===== config.mk =====
export PLATFORM = sky130hd
export DESIGN_NAME = instr_prefetch_buffer
export DESIGN_NICKNAME = d
export VERILOG_FILES = /design/src/rtl/instr_prefetch_buffer.sv
export SDC_FILE = /design/constraint.sdc
export NUM_CORES = 1
export LEC_CHECK = 0
export CORE_MARGIN = 5
export CORE_UTILIZATION = 40
export CTS_BUF_LIST = sky130_fd_sc_hd__clkbuf_16
export DETAILED_ROUTE_END_ITERATION = 10
export GPL_ROUTABILITY_DRIVEN = 1
export PLACE_DENSITY_LB_ADDON = 0.15
export SLEW_MARGIN = 0
export SYNTH_ARGS = -nofsm -noshare
export SYNTH_HDL_FRONTEND = slang
export SYNTH_SLANG_ARGS = --single-unit

===== constraint.sdc =====
create_clock -name clk -period 20.3 [get_ports clk]
set_clock_uncertainty 0.05 [all_clocks]
set_input_delay 6.09 -clock clk [delete_from_list [all_inputs] [get_ports clk]]
set_output_delay 6.09 -clock clk [all_outputs]
set_load 0.1 [all_outputs]

===== src/rtl/instr_prefetch_buffer.sv =====
// Instruction prefetch buffer: issues word fetches over a req/ack handshake and
// queues returned words with their PC+4 for the IF/ID register; redirect flushes.
module instr_prefetch_buffer #(
    parameter int unsigned DEPTH    = 4,
    parameter logic [31:0] RESET_PC = 32'h0000_0000
) (
    input  logic        clk,
    input  logic        reset,
    output logic        imem_req,
    output logic [31:0] imem_addr,
    input  logic        imem_ack,
    input  logic [31:0] imem_rdata,
    input  logic        redirect,
    input  logic [31:0] redirect_pc,
    input  logic        stall,
    output logic        out_valid,
    output logic [31:0] out_instr,
    output logic [31:0] out_pc_plus4
);

    localparam int unsigned AW = $clog2(DEPTH);
    localparam int unsigned CW = AW + 1;
    localparam logic [CW-1:0] FULL = CW'(DEPTH);

    typedef enum logic [1:0] {IDLE, FETCH, DROP} state_t;

    state_t          r_state;
    logic            r_req;
    logic [31:0]     r_addr;
    logic [31:0]     r_pc;
    logic [CW-1:0]   r_count;
    logic [AW-1:0]   r_wptr;
    logic [AW-1:0]   r_rptr;
    logic [31:0]     r_instr [DEPTH];
    logic [31:0]     r_pc4   [DEPTH];

    logic            w_ack;
    logic            w_valid;
    logic            w_pop;
    logic            w_push;
    logic [CW-1:0]   w_count_nxt;
    logic [31:0]     w_target;
    logic [31:0]     w_addr_inc;

    assign w_ack       = imem_ack & r_req;
    assign w_valid     = (r_count != '0);
    assign w_pop       = w_valid & ~stall & ~redirect;
    assign w_push      = (r_state == FETCH) & w_ack & ~redirect;
    assign w_count_nxt = r_count + CW'(w_push) - CW'(w_pop);
    assign w_target    = redirect_pc & 32'hFFFF_FFFC;
    assign w_addr_inc  = r_addr + 32'd4;

    always_ff @(posedge clk or posedge reset) begin
        if (reset) begin
            r_count <= '0;
            r_wptr  <= '0;
            r_rptr  <= '0;
            for (int unsigned i = 0; i < DEPTH; i++) begin
                r_instr[i] <= '0;
                r_pc4[i]   <= '0;
            end
        end else if (redirect) begin
            r_count <= '0;
            r_wptr  <= '0;
            r_rptr  <= '0;
        end else begin
            if (w_push) begin
                r_instr[r_wptr] <= imem_rdata;
                r_pc4[r_wptr]   <= w_addr_inc;
                r_wptr          <= r_wptr + AW'(1);
            end
            if (w_pop) begin
                r_rptr <= r_rptr + AW'(1);
            end
            r_count <= w_count_nxt;
        end
    end

    // A new request is only raised when a slot is guaranteed free at issue time,
    // so an ack can never find the FIFO full.
    always_ff @(posedge clk or posedge reset) begin
        if (reset) begin
            r_state <= IDLE;
            r_req   <= 1'b0;
            r_addr  <= RESET_PC;
            r_pc    <= RESET_PC;
        end else begin
            case (r_state)
                IDLE: begin
                    if (redirect) begin
                        r_pc <= w_target;
                    end else if (r_count < FULL) begin
                        r_state <= FETCH;
                        r_req   <= 1'b1;
                        r_addr  <= r_pc;
                    end
                end
                FETCH: begin
                    if (redirect) begin
                        r_pc <= w_target;
                        if (w_ack) begin
                            r_state <= IDLE;
                            r_req   <= 1'b0;
                        end else begin
                            r_state <= DROP;
                        end
                    end else if (w_ack) begin
                        r_pc <= w_addr_inc;
                        if (w_count_nxt < FULL) begin
                            r_addr <= w_addr_inc;
                        end else begin
                            r_state <= IDLE;
                            r_req   <= 1'b0;
                        end
                    end
                end
                DROP: begin
                    if (redirect) begin
                        r_pc <= w_target;
                    end
                    if (w_ack) begin
                        r_state <= IDLE;
                        r_req   <= 1'b0;
                    end
                end
                default: begin
                    r_state <= IDLE;
                    r_req   <= 1'b0;
                end
            endcase
        end
    end

    assign imem_req     = r_req;
    assign imem_addr    = r_addr;
    assign out_valid    = w_valid;
    assign out_instr    = r_instr[r_rptr];
    assign out_pc_plus4 = r_pc4[r_rptr];

endmodule


==> impl_metrics.json, run 1 <==
{
  "status": "finished clean",
  "grt_pass1_wl_um": 62900,
  "regToRegSetupSlack_ns": 15.72,
  "routedWlPerCell_um": 20.8,
  "ys_seq_elements": 330,
  "antenna_found_initial": 0,
  "place_congestion": 0.769,
  "io_buffers": 164,
  "crit_start": "redirect",
  "io_pins": 167,
  "tightest_slew_ns": 1.10,
  "syn_avg_cell_area_um2": 12.4,
  "worst_r2r_path_depth": 14,
  "rsz0062_at_grt": "no",
  "die_h_um": 206,
  "r2r-start": "r_state[0]$_DFFE_PP0P_",
  "drt_iter0_drc": 537,
  "cts_made_buffers": 39,
  "drc": 0,
  "synth.area.top_cells": "dfrtp_1 (54%), mux2_2 (10%), mux4_2 (9.3%), a21oi_1 (4.8%), nor2_1 (3.5%)",
  "cap_violations": 0,
  "postRouteWirelength_um": 39900,
  "fmax_mhz": 98.1,
  "synth_cells": 1247,
  "grt_max_degree": 116,
  "synth_warnings": 0,
  "clk_latency_ns": 0.54,
  "grt_usage": 0.191,
  "async_flop_share": 1.00,
  "critPathMaxFanout": 30,
  "startpoint_type": "input pin",
  "tns_ns": 0,
  "hold_path.class": "reg -> reg",
  "slew_headroom": 0.268,
  "report.final.slew_viol_count": 0,
  "ys_seq_area_frac": 0.535,
  "insertedDiodeCount": 0,
  "syn_to_final_growth_pct": 19.3,
  "clk_pin_slew_ns": 0.06,
  "cts_buffer_depth": 3,
  "cts_setup_buffers": 0,
  "end_kind": "register",
  "cp.arrival_ns": 10.56,
  "vias": 10200,
  "yosys.area.top_type": "dfrtp_1",
  "synth_flop_cell": "dfrtp_1",
  "r2r_end": "imem_addr[22]$_DFFE_PP0P_",
  "period_share": 0.502,
  "cp-endpoint": "imem_addr[22]$_DFFE_PP0P_",
  "worstPathRequired_ns": 20.67,
  "dr.pass1.iters": 6,
  "ctsResizeCount": 0,
  "synth_edf_count": 0,
  "netlist.area_leader.share": 0.535,
  "worstSetupPathType": "in -> reg",
  "hold_viol_final": 0,
  "h-tree-depth": 2,
  "ant_nets": 0,
  "core-area_um2": 38400,
  "hpwl_um": 24700,
  "synth_most_common_cell": "dfrtp_1",
  "clock-sinks": 330,
  "final_nets": 1445,
  "vias_per_cell": 5.36,
  "row_count": 72,
  "min_period_ns": 10.19,
  "drive_gt1_frac": 0.214,
  "syn_area_um2": 15400,
  "initial_core_util": 0.402,
  "dieArea_um2": 42600,
  "syn_nets": 1324,
  "setup_viol": 0,
  "grt_pass1_vias": 10600,
  "ys_types": 66,
  "cts_tree": "done",
  "fillCellCount": 3548,
  "grt_overflow": 0,
  "hold_buffers": 0,
  "clockRootBuffer": "clkbuf_16",
  "fp.dieW_um": 206,
  "synth_commonest_cells": "dfrtp_1 (330), a21oi_1 (148), mux2_2 (143), nor2_1 (143), mux4_2 (64)"
}
==> cell families after synthesis <==
kind of cell	after synthesis	synth area share
DFF	330	0.535
AOI/OAI and AO/OA	260	0.0976
muxes	213	0.202
xor gates and xnor gates	29	0.0174
buffers and inverters	107	0.0427
adders and majority gates	8	0.00698
and+or+nand+nor	300	0.0979
==> worst min-delay path by stage <==
| stage | slack [ns] | start | cells past startpoint | to |
|---|---|---|---|---|
| after floorplan | 0.38 | r_pc[0]$_DFFE_PP0P_ | 2 | r_pc[0]$_DFFE_PP0P_ |
| after global placement | 0.40 | r_pc[1]$_DFFE_PP0P_ | 2 | r_pc[1]$_DFFE_PP0P_ |
| after detailed placement | 0.41 | r_pc[1]$_DFFE_PP0P_ | 2 | r_pc[1]$_DFFE_PP0P_ |
| after CTS | 0.42 | r_pc[1]$_DFFE_PP0P_ | 2 | r_pc[1]$_DFFE_PP0P_ |
| after global routing | 0.45 | r_pc[10]$_DFFE_PP0P_ | 1 | r_pc[10]$_DFFE_PP0P_ |
| final | 0.42 | r_pc[1]$_DFFE_PP0P_ | 2 | r_pc[1]$_DFFE_PP0P_ |
==> routing by layer <==
layer | wire length, µm | global-route usage | vias to the layer above | share of wire
met2 | 19200 | 0.308 | 191 | 0.48
met3 | 2070 | 0.0439 | 73 | 0.052
met5 | 0 | 0 | - | 0
li1 | - | - | 4755 | -
met4 | 1310 | 0.0713 | 0 | 0.033
met1 | 17300 | 0.253 | 5221 | 0.43
==> area by class of cell <==
class                           instances  area [µm²]  share of cell area
Sequential cell                       330        8270               0.449
Inverter                                8        37.5             0.00204
Tap cell                              518         648              0.0352
Clock inverter                         26         134             0.00727
Timing Repair Buffer                  179        1750              0.0953
Clock buffer                           41        1030              0.0557
Multi-Input combinational cell        810        6540               0.355
==> worst max-delay path: stages <==
cell and delay (ns):
clkdlybuf4s50_1 0.45, buf_4 0.32, a31oi_1 0.12, a21oi_2 0.14, buf_4 0.35, nand2_1 0.29, ha_1 0.35, inv_1 0.05
ha_1 0.13, inv_1 0.05, fa_1 0.41, xor3_1 0.24, nor3_2 0.27, or2_1 0.89, o21ai_0 0.22, o2bb2ai_1 0.18
==> stage by stage <==
step	hold slack [ns]	instance area, µm²	worst slack [ns]	instances	utilization
floorplan	0.383	15400	5.02	1247	-
global placement	0.402	17200	9.59	1845	0.449
detailed placement	0.411	17200	9.52	1845	0.449
CTS	0.421	18400	10.11	1912	0.480
global route	0.451	18400	9.70	1912	0.480
finish	0.421	18400	10.11	1912	0.480
==> cell usage in the layout (no fill, tap or decap), types with 5 or more instances in the layout <==
cell type,Yosys,layout
a21o_1,11,11
nand4_1,10,10
nor4_1,6,6
a31oi_1,8,8
a2bb2oi_1,7,7
clkinv_1,0,10
clkdlybuf4s50_1,0,164
a32oi_1,8,8
buf_4,21,15
nand2_1,55,55
inv_1,8,16
ha_1,7,7
dfrtp_1,330,328
and3_1,12,8
a211oi_1,5,5
mux4_2,64,64
mux2_2,143,143
xor2_1,18,18
o21ai_0,37,37
a21oi_1,148,147
clkinv_2,0,5
nand3_1,19,19
or3_1,6,6
clkbuf_16,0,41
nor3_1,8,8
xnor2_1,10,10
nor2_1,143,143
o22ai_1,13,13
==> flip-flops by register name, summed over array words and instances (netlist names) <==
register,count
r_wptr,2
imem_addr,32
imem_req,1
r_count,3
r_instr,128
r_rptr,2
r_pc,32
r_state,2
r_pc4,128
Power of run 1 is left out: the tool's default activity adds up to more than one toggle a clock period on the data nets, which glitch-free logic cannot reach.
==> inputs of run 2 (changes only) <==
clock period = 9.35 ns   (was 20.3 ns; I/O delays follow)
==> impl_metrics.json, run 2 (same netlist as run 1, synthesis figures left out) <==
{
  "core-area_um2": 38400,
  "dieArea_um2": 42600,
  "grt_max_degree": 174,
  "io_pins": 167,
  "hold_path.class": "reg -> reg",
  "fp.dieW_um": 206,
  "vias": 10200,
  "cts_tree": "done",
  "ctsResizeCount": 0,
  "tns_ns": 0,
  "hold_viol_final": 0,
  "crit_slowest_cell": "or2_1",
  "grt_pass1_vias": 10500,
  "die_h_um": 206,
  "worst_r2r_path_depth": 14,
  "report.final.slew_viol_count": 0,
  "row_count": 72,
  "reg.largest.list": "r_instr (128), r_pc4 (128)",
  "worstSetupPathType": "in -> reg",
  "cp.arrival_ns": 7.26,
  "regToRegSetupSlack_ns": 4.75,
  "min_from": "r_pc[0]$_DFFE_PP0P_",
  "clock-sinks": 330,
  "setup_viol": 0,
  "grt_pass1_wl_um": 62000,
  "dr.pass1.iters": 4,
  "insertedDiodeCount": 0,
  "critical_path.cell_chain": "clkdlybuf4s50_1, buf_4, a31oi_1, a21oi_2, buf_4, nand2_1, ha_1, inv_1, ha_1, inv_1, fa_1, xor3_1, nor3_2, or2_1, o21ai_0, o2bb2ai_1",
  "critPathMaxFanout": 30,
  "crit_family": "simple AND/OR/NAND/NOR gates",
  "drt_iter0_drc": 486,
  "h-tree-depth": 2,
  "ant_nets": 0,
  "period_share": 0.738,
  "cap_violations": 0,
  "drc": 0,
  "grt_overflow": 0,
  "fillCellCount": 3566,
  "min_to": "r_pc[0]$_DFFE_PP0P_",
  "final_nets": 1444,
  "holdWs_ns": 0.417,
  "path_depth": 16,
  "routedWlPerCell_um": 20.3,
  "r2r_end": "imem_addr[22]$_DFFE_PP0P_",
  "min_period_ns": 6.90,
  "cts_buffer_depth": 3,
  "drive_gt1_frac": 0.218,
  "hold_depth": 2,
  "cts_made_buffers": 39,
  "hold_buffers": 0,
  "initial_core_util": 0.402,
  "slew_headroom": 0.271,
  "slowest_delay_ns": 0.89,
  "clk_pin_slew_ns": 0.06,
  "grt_usage": 0.187,
  "syn_to_final_growth_pct": 19.5,
  "io_buffers": 164,
  "clk_latency_ns": 0.55,
  "tightest_slew_ns": 1.09,
  "antenna_found_initial": 1,
  "place_congestion": 0.768,
  "cts_setup_buffers": 0,
  "fmax_mhz": 145,
  "layout_commonest_cell": "dfrtp_1",
  "hpwl_um": 24500,
  "startpoint_type": "input pin",
  "layout_common_cells": "dfrtp_1 (328), clkdlybuf4s50_1 (164), a21oi_1 (147)",
  "clockRootBuffer": "clkbuf_16",
  "postRouteWirelength_um": 38900,
  "status": "finished clean",
  "cp_num_buf_inv": 5,
  "end_kind": "register",
  "r2r-start": "r_state[0]$_DFFE_PP0P_",
  "worstPathRequired_ns": 9.71,
  "rsz0062_at_grt": "no",
  "vias_per_cell": 5.32
}
==> run 2: per-layer routing <==
metal	vias up	global-route usage	part of all wire	routed length [µm]
met1	5149	0.242	0.42	16500
met2	205	0.308	0.49	18900
li1	4765	-	-	-
met4	2	0.0525	0.026	1010
met3	61	0.0544	0.064	2470
met5	-	0	0.00018	7
==> run 2: worst register-to-register path, cell delays in order, from the launching register on <==
cell	delay [ns]
dfrtp_1	0.64
a31oi_1	0.19
a21oi_2	0.14
buf_4	0.32
nand2_1	0.27
ha_1	0.35
inv_1	0.06
ha_1	0.14
inv_1	0.05
fa_1	0.40
xor3_1	0.23
nor3_2	0.29
or2_1	0.89
o21ai_0	0.25
o2bb2ai_1	0.19
==> run 2: worst max path at each step <==
stage / startpoint / end / slack, ns
global route: redirect / imem_addr[22]$_DFFE_PP0P_ / 2.18
finish: redirect / imem_addr[22]$_DFFE_PP0P_ / 2.45
CTS: r_rptr[0]$_DFFE_PP0P_ / out_pc_plus4[3] / 2.47
global placement: redirect / imem_addr[22]$_DFFE_PP0P_ / 2.01
detailed placement: redirect / imem_addr[22]$_DFFE_PP0P_ / 1.91
floorplan: reset / imem_addr[0]$_DFFE_PP0P_ / 2.09
==> run 2: area by class of cell <==
cell class / count / area, µm² / area share
clock buffer: 40 / 1000 / 0.0543
clock inverter: 31 / 178 / 0.00964
inverter: 8 / 33.8 / 0.00183
multi-input combinational: 810 / 6540 / 0.355
sequential: 330 / 8270 / 0.448
tap: 518 / 648 / 0.0352
timing repair buffer: 178 / 1770 / 0.0961
==> run 2: stage by stage <==
stage | instances | area, µm² | setup slack [ns] | util
2_1_floorplan | 1247 | 15400 | 2.09 | -
3_3_place_gp | 1844 | 17300 | 2.01 | 0.450
3_5_place_dp | 1844 | 17300 | 1.91 | 0.450
4_1_cts | 1915 | 18400 | 2.47 | 0.480
5_1_grt | 1915 | 18400 | 2.18 | 0.480
6_report | 1915 | 18400 | 2.45 | 0.480
Power of run 2 is left out for the same reason.
==> inputs of run 3 (changes only) <==
clock period = 6.3 ns   (was 9.35 ns; I/O delays follow)
==> impl_metrics.json, run 3 (same netlist as run 1, synthesis figures left out) <==
{
  "grt_pass1_vias": 10600,
  "drt_iter0_drc": 528,
  "hold_path.class": "reg -> reg",
  "post-place-ws_ns": 0.837,
  "ctsResizeCount": 0,
  "setup_viol": 0,
  "startpoint_type": "register",
  "hpwl_um": 25100,
  "place_congestion": 0.784,
  "period_share": 0.851,
  "routedWlPerCell_um": 20.7,
  "postRouteWirelength_um": 39800,
  "insertedDiodeCount": 0,
  "min_period_ns": 5.36,
  "core-area_um2": 38400,
  "layout_common_cells": "dfrtp_1 (328), clkdlybuf4s50_1 (164), a21oi_1 (147)",
  "end_kind": "output pin",
  "rsz0062_at_grt": "no",
  "cts_buffer_depth": 3,
  "report.final.slew_viol_count": 0,
  "ant_nets": 0,
  "grt_pass1_wl_um": 62900,
  "syn_to_final_growth_pct": 20.5,
  "min_from": "r_pc[0]$_DFFE_PP0P_",
  "fmax_mhz": 186,
  "worst_r2r_path_depth": 14,
  "io_buffers": 164,
  "tightest_slew_ns": 1.09,
  "clock-sinks": 330,
  "grt_max_degree": 106,
  "tns_ns": 0,
  "grt_overflow": 0,
  "antenna_found_initial": 1,
  "reg.largest.list": "r_instr (128), r_pc4 (128)",
  "worstPathRequired_ns": 4.36,
  "cp.arrival_ns": 3.42,
  "regToRegSetupSlack_ns": 2.71,
  "clockRootBuffer": "clkbuf_16",
  "status": "finished clean",
  "critPathMaxFanout": 31,
  "hold_buffers": 0,
  "fp.dieW_um": 206,
  "drc": 0,
  "layout_commonest_cell": "dfrtp_1",
  "dr.pass1.iters": 5,
  "placed_area_um2": 17400,
  "worstSetupPathType": "reg -> out",
  "grt_usage": 0.190,
  "row_count": 72,
  "clk_latency_ns": 0.56,
  "min_to": "r_pc[0]$_DFFE_PP0P_",
  "vias": 10300,
  "hold_depth": 2,
  "fin_area_um2": 18600,
  "h-tree-depth": 2,
  "r2r_end": "imem_addr[22]$_DFFE_PP0P_",
  "vias_per_cell": 5.35,
  "cts_setup_buffers": 0,
  "final_nets": 1452,
  "hold_viol_final": 0,
  "fillCellCount": 3480,
  "slew_headroom": 0.270,
  "holdWs_ns": 0.418,
  "die_h_um": 206,
  "initial_core_util": 0.402,
  "r2r-start": "r_state[0]$_DFFE_PP0P_",
  "layout_setup_ws_ns": 0.938,
  "cap_violations": 0,
  "io_pins": 167,
  "dieArea_um2": 42600,
  "clk_pin_slew_ns": 0.06,
  "cts_tree": "done",
  "cts_made_buffers": 39,
  "drive_gt1_frac": 0.225
}
==> run 3: cell count changes in the layout (fill, tap and decap cells not counted), sizes merged <==
cell,delta
buf,+8
bufinv,+2
clkbuf,-1
clkinv,-4
clkinvlp,+1
inv,+1
==> run 3: through the flow <==
| stage | util | std cells |
|---|---|---|
| 2_1_floorplan | - | 1247 |
| 3_3_place_gp | 0.453 | 1852 |
| 6_report | 0.484 | 1922 |
| 5_1_grt | 0.484 | 1922 |
| 4_1_cts | 0.484 | 1922 |
| 3_5_place_dp | 0.453 | 1852 |
==> run 3: layer usage <==
layer  part of all wire  up-vias  track usage
li1                   -     4785            -
met1               0.43     5236        0.249
met2               0.49      205        0.312
met3              0.057       59       0.0512
met4              0.026        2       0.0568
met5            0.00033        -            0
==> run 3: area by class of cell <==
type                    count  area (µm²)  area share
clock buffers              39         976      0.0525
flip-flops and latches    330        8270       0.445
inverters                   8        33.8     0.00182
multi-input cells         810        6540       0.352
repair buffers            186        1890       0.102
clock inverters            31         229      0.0123
well taps                 518         648      0.0349
==> run 3: critical path: stages (launching register included) <==
cell             delay, ns
dfrtp_4               0.89
buf_4                 0.40
mux4_2                0.58
clkdlybuf4s50_1       0.99
==> run 3: worst max-delay path by stage <==
stage                                     start                   endpoint
final                     r_rptr[0]$_DFFE_PP0P_           out_pc_plus4[10]
after global routing      r_rptr[0]$_DFFE_PP0P_           out_pc_plus4[10]
after CTS                 r_rptr[0]$_DFFE_PP0P_           out_pc_plus4[10]
after detailed placement               redirect  imem_addr[22]$_DFFE_PP0P_
after global placement                 redirect  imem_addr[22]$_DFFE_PP0P_
after floorplan                           reset   imem_addr[0]$_DFFE_PP0P_
Power of run 3 is left out for the same reason.
==> variant, RTL diff (flow settings as in run 3) <==
The 3 states of `state_t` get a one-hot encoding in 3 bits.
--- a/src/rtl/instr_prefetch_buffer.sv
+++ b/src/rtl/instr_prefetch_buffer.sv
@@ -24,3 +24,3 @@
 
-    typedef enum logic [1:0] {IDLE, FETCH, DROP} state_t;
+    typedef enum logic [2:0] {IDLE = 3'b001, FETCH = 3'b010, DROP = 3'b100} state_t;
 
Function: same outputs for any inputs over 4 cycles, from zero or initial values and one cycle with reset high; so few cycles prove little.
==> variant against run 3 <==
Sequential cell count is 1 higher. Synthesized area is 0.57% lower. Wire length decreased by 1.9%. First-iteration DRC count up 6.4%. Setup slack improved by 81 ps. Global-route usage down 0.21 points. Die area fell by 0.54%. Cell area up 0.27%. Register-to-register slack worse by 730 ps. Critical endpoint is now out_instr[28].
==> variant: results <==
export IMPL_ys_seq_area_share_pct=54.01
export IMPL_wl_per_cell_um=20.36
export IMPL_rr_worst_depth=13
export IMPL_hold_class="reg2reg"
export IMPL_hold_end="r_pc4[51]"
export IMPL_hold_start="r_pc4[51]"
export IMPL_gp_congestion=0.7657
export IMPL_grt_pass1_wl_mm=62.37
export IMPL_placed_cells=1846
export IMPL_slowest_delay_ps=1010
export IMPL_status="completed"
export IMPL_nFillCells=3363
export IMPL_viasPerCell=5.335
export IMPL_nNetsFinal=1453
export IMPL_groute_usage_overall_pct=18.82
export IMPL_ff2ff_setup_slack_ps=1980
export IMPL_finalNonFillerCells=1917
export IMPL_synthXorXnorAreaFrac_pct=1.917
export IMPL_synth_area_leaders="dfrtp_1, mux4_2, mux2_2, o21ai_0, nand2_1"
export IMPL_ys_types=68
export IMPL_worstMarginPinSlew_ps=1135
export IMPL_synth_commonest_cells="dfrtp_1, nand2_1, o21ai_0"
export IMPL_timing_hold_ws_ps=422.0
export IMPL_grt_pass1_vias=10590
export IMPL_synthMuxAreaShare_pct=20.75
export IMPL_synth_compound_area_share_pct=9.945
export IMPL_r2r_end="imem_addr[20]"
export IMPL_antenna_found_initial=0
export IMPL_place_ws_ps=641.9
export IMPL_num_antenna_cells=0
export IMPL_ys_warnings_count=0
export IMPL_postSynthCellCount=1248
export IMPL_crit_fanout=24
export IMPL_synth_adder_area_share_pct=0.7016
export IMPL_r2r_start="r_state[2]"
export IMPL_clkLatencyLatePin_ps=540
export IMPL_post_dp_cell_area_um2=17380
==> variant: worst max path at each step <==
stage,start,endpoint,slack (ps),cells after the start
global route,r_rptr[0],out_instr[30],840,3
CTS,r_rptr[0],out_instr[12],920,3
floorplan,reset,imem_addr[0],-60,1
finish,r_rptr[0],out_instr[28],1020,3
global placement,imem_ack,imem_addr[2],670,15
detailed placement,imem_ack,imem_addr[2],640,15
==> variant: cells by family after synthesis <==
family | after synthesis
AO/OA/AOI/OAI | 258
XOR/XNOR | 32
adder cells (fa/ha/maj) | 8
buffers and inverters | 111
flip-flops | 331
multiplexers | 209
AND/OR/NAND/NOR | 299
==> variant: final cells by class <==
cell class	count	area (um^2)	share of cell area, %
Sequential cell	331	8289	44.48
Multi-Input combinational cell	806	6554	35.17
Timing Repair Buffer	184	1842	9.883
Clock buffer	41	1026	5.505
Tap cell	511	639.4	3.431
Clock inverter	30	230.2	1.235
Inverter	14	56.30	0.3021
==> variant: per-layer routing <==
layer,wire length (um),global-route usage [%],part of all wire (%)
met1,19050,28.07,49
met2,17570,28.41,45
met3,1725,3.704,4.4
met4,690,4.824,1.8
met5,0,0,0
==> variant: where the power goes <==
part / total, mW / switching, mW / leakage, nW / internal, mW
combinational: 4.11 / 2.93 / 3.16 / 1.18
sequential: 2.90 / 0.410 / 4.49 / 2.49
clock: 2.22 / 0.883 / 0.660 / 1.34
==> variant: worst register-to-register path, delay by kind of cell (launching register included) <==
kind	cells	cell delay [ps]
XOR/XNOR	1	280
adder cells (fa/ha/maj)	3	800
flip-flops	1	530
AO/OA/AOI/OAI	2	490
AND/OR/NAND/NOR	4	1770
buffers and inverters	3	290
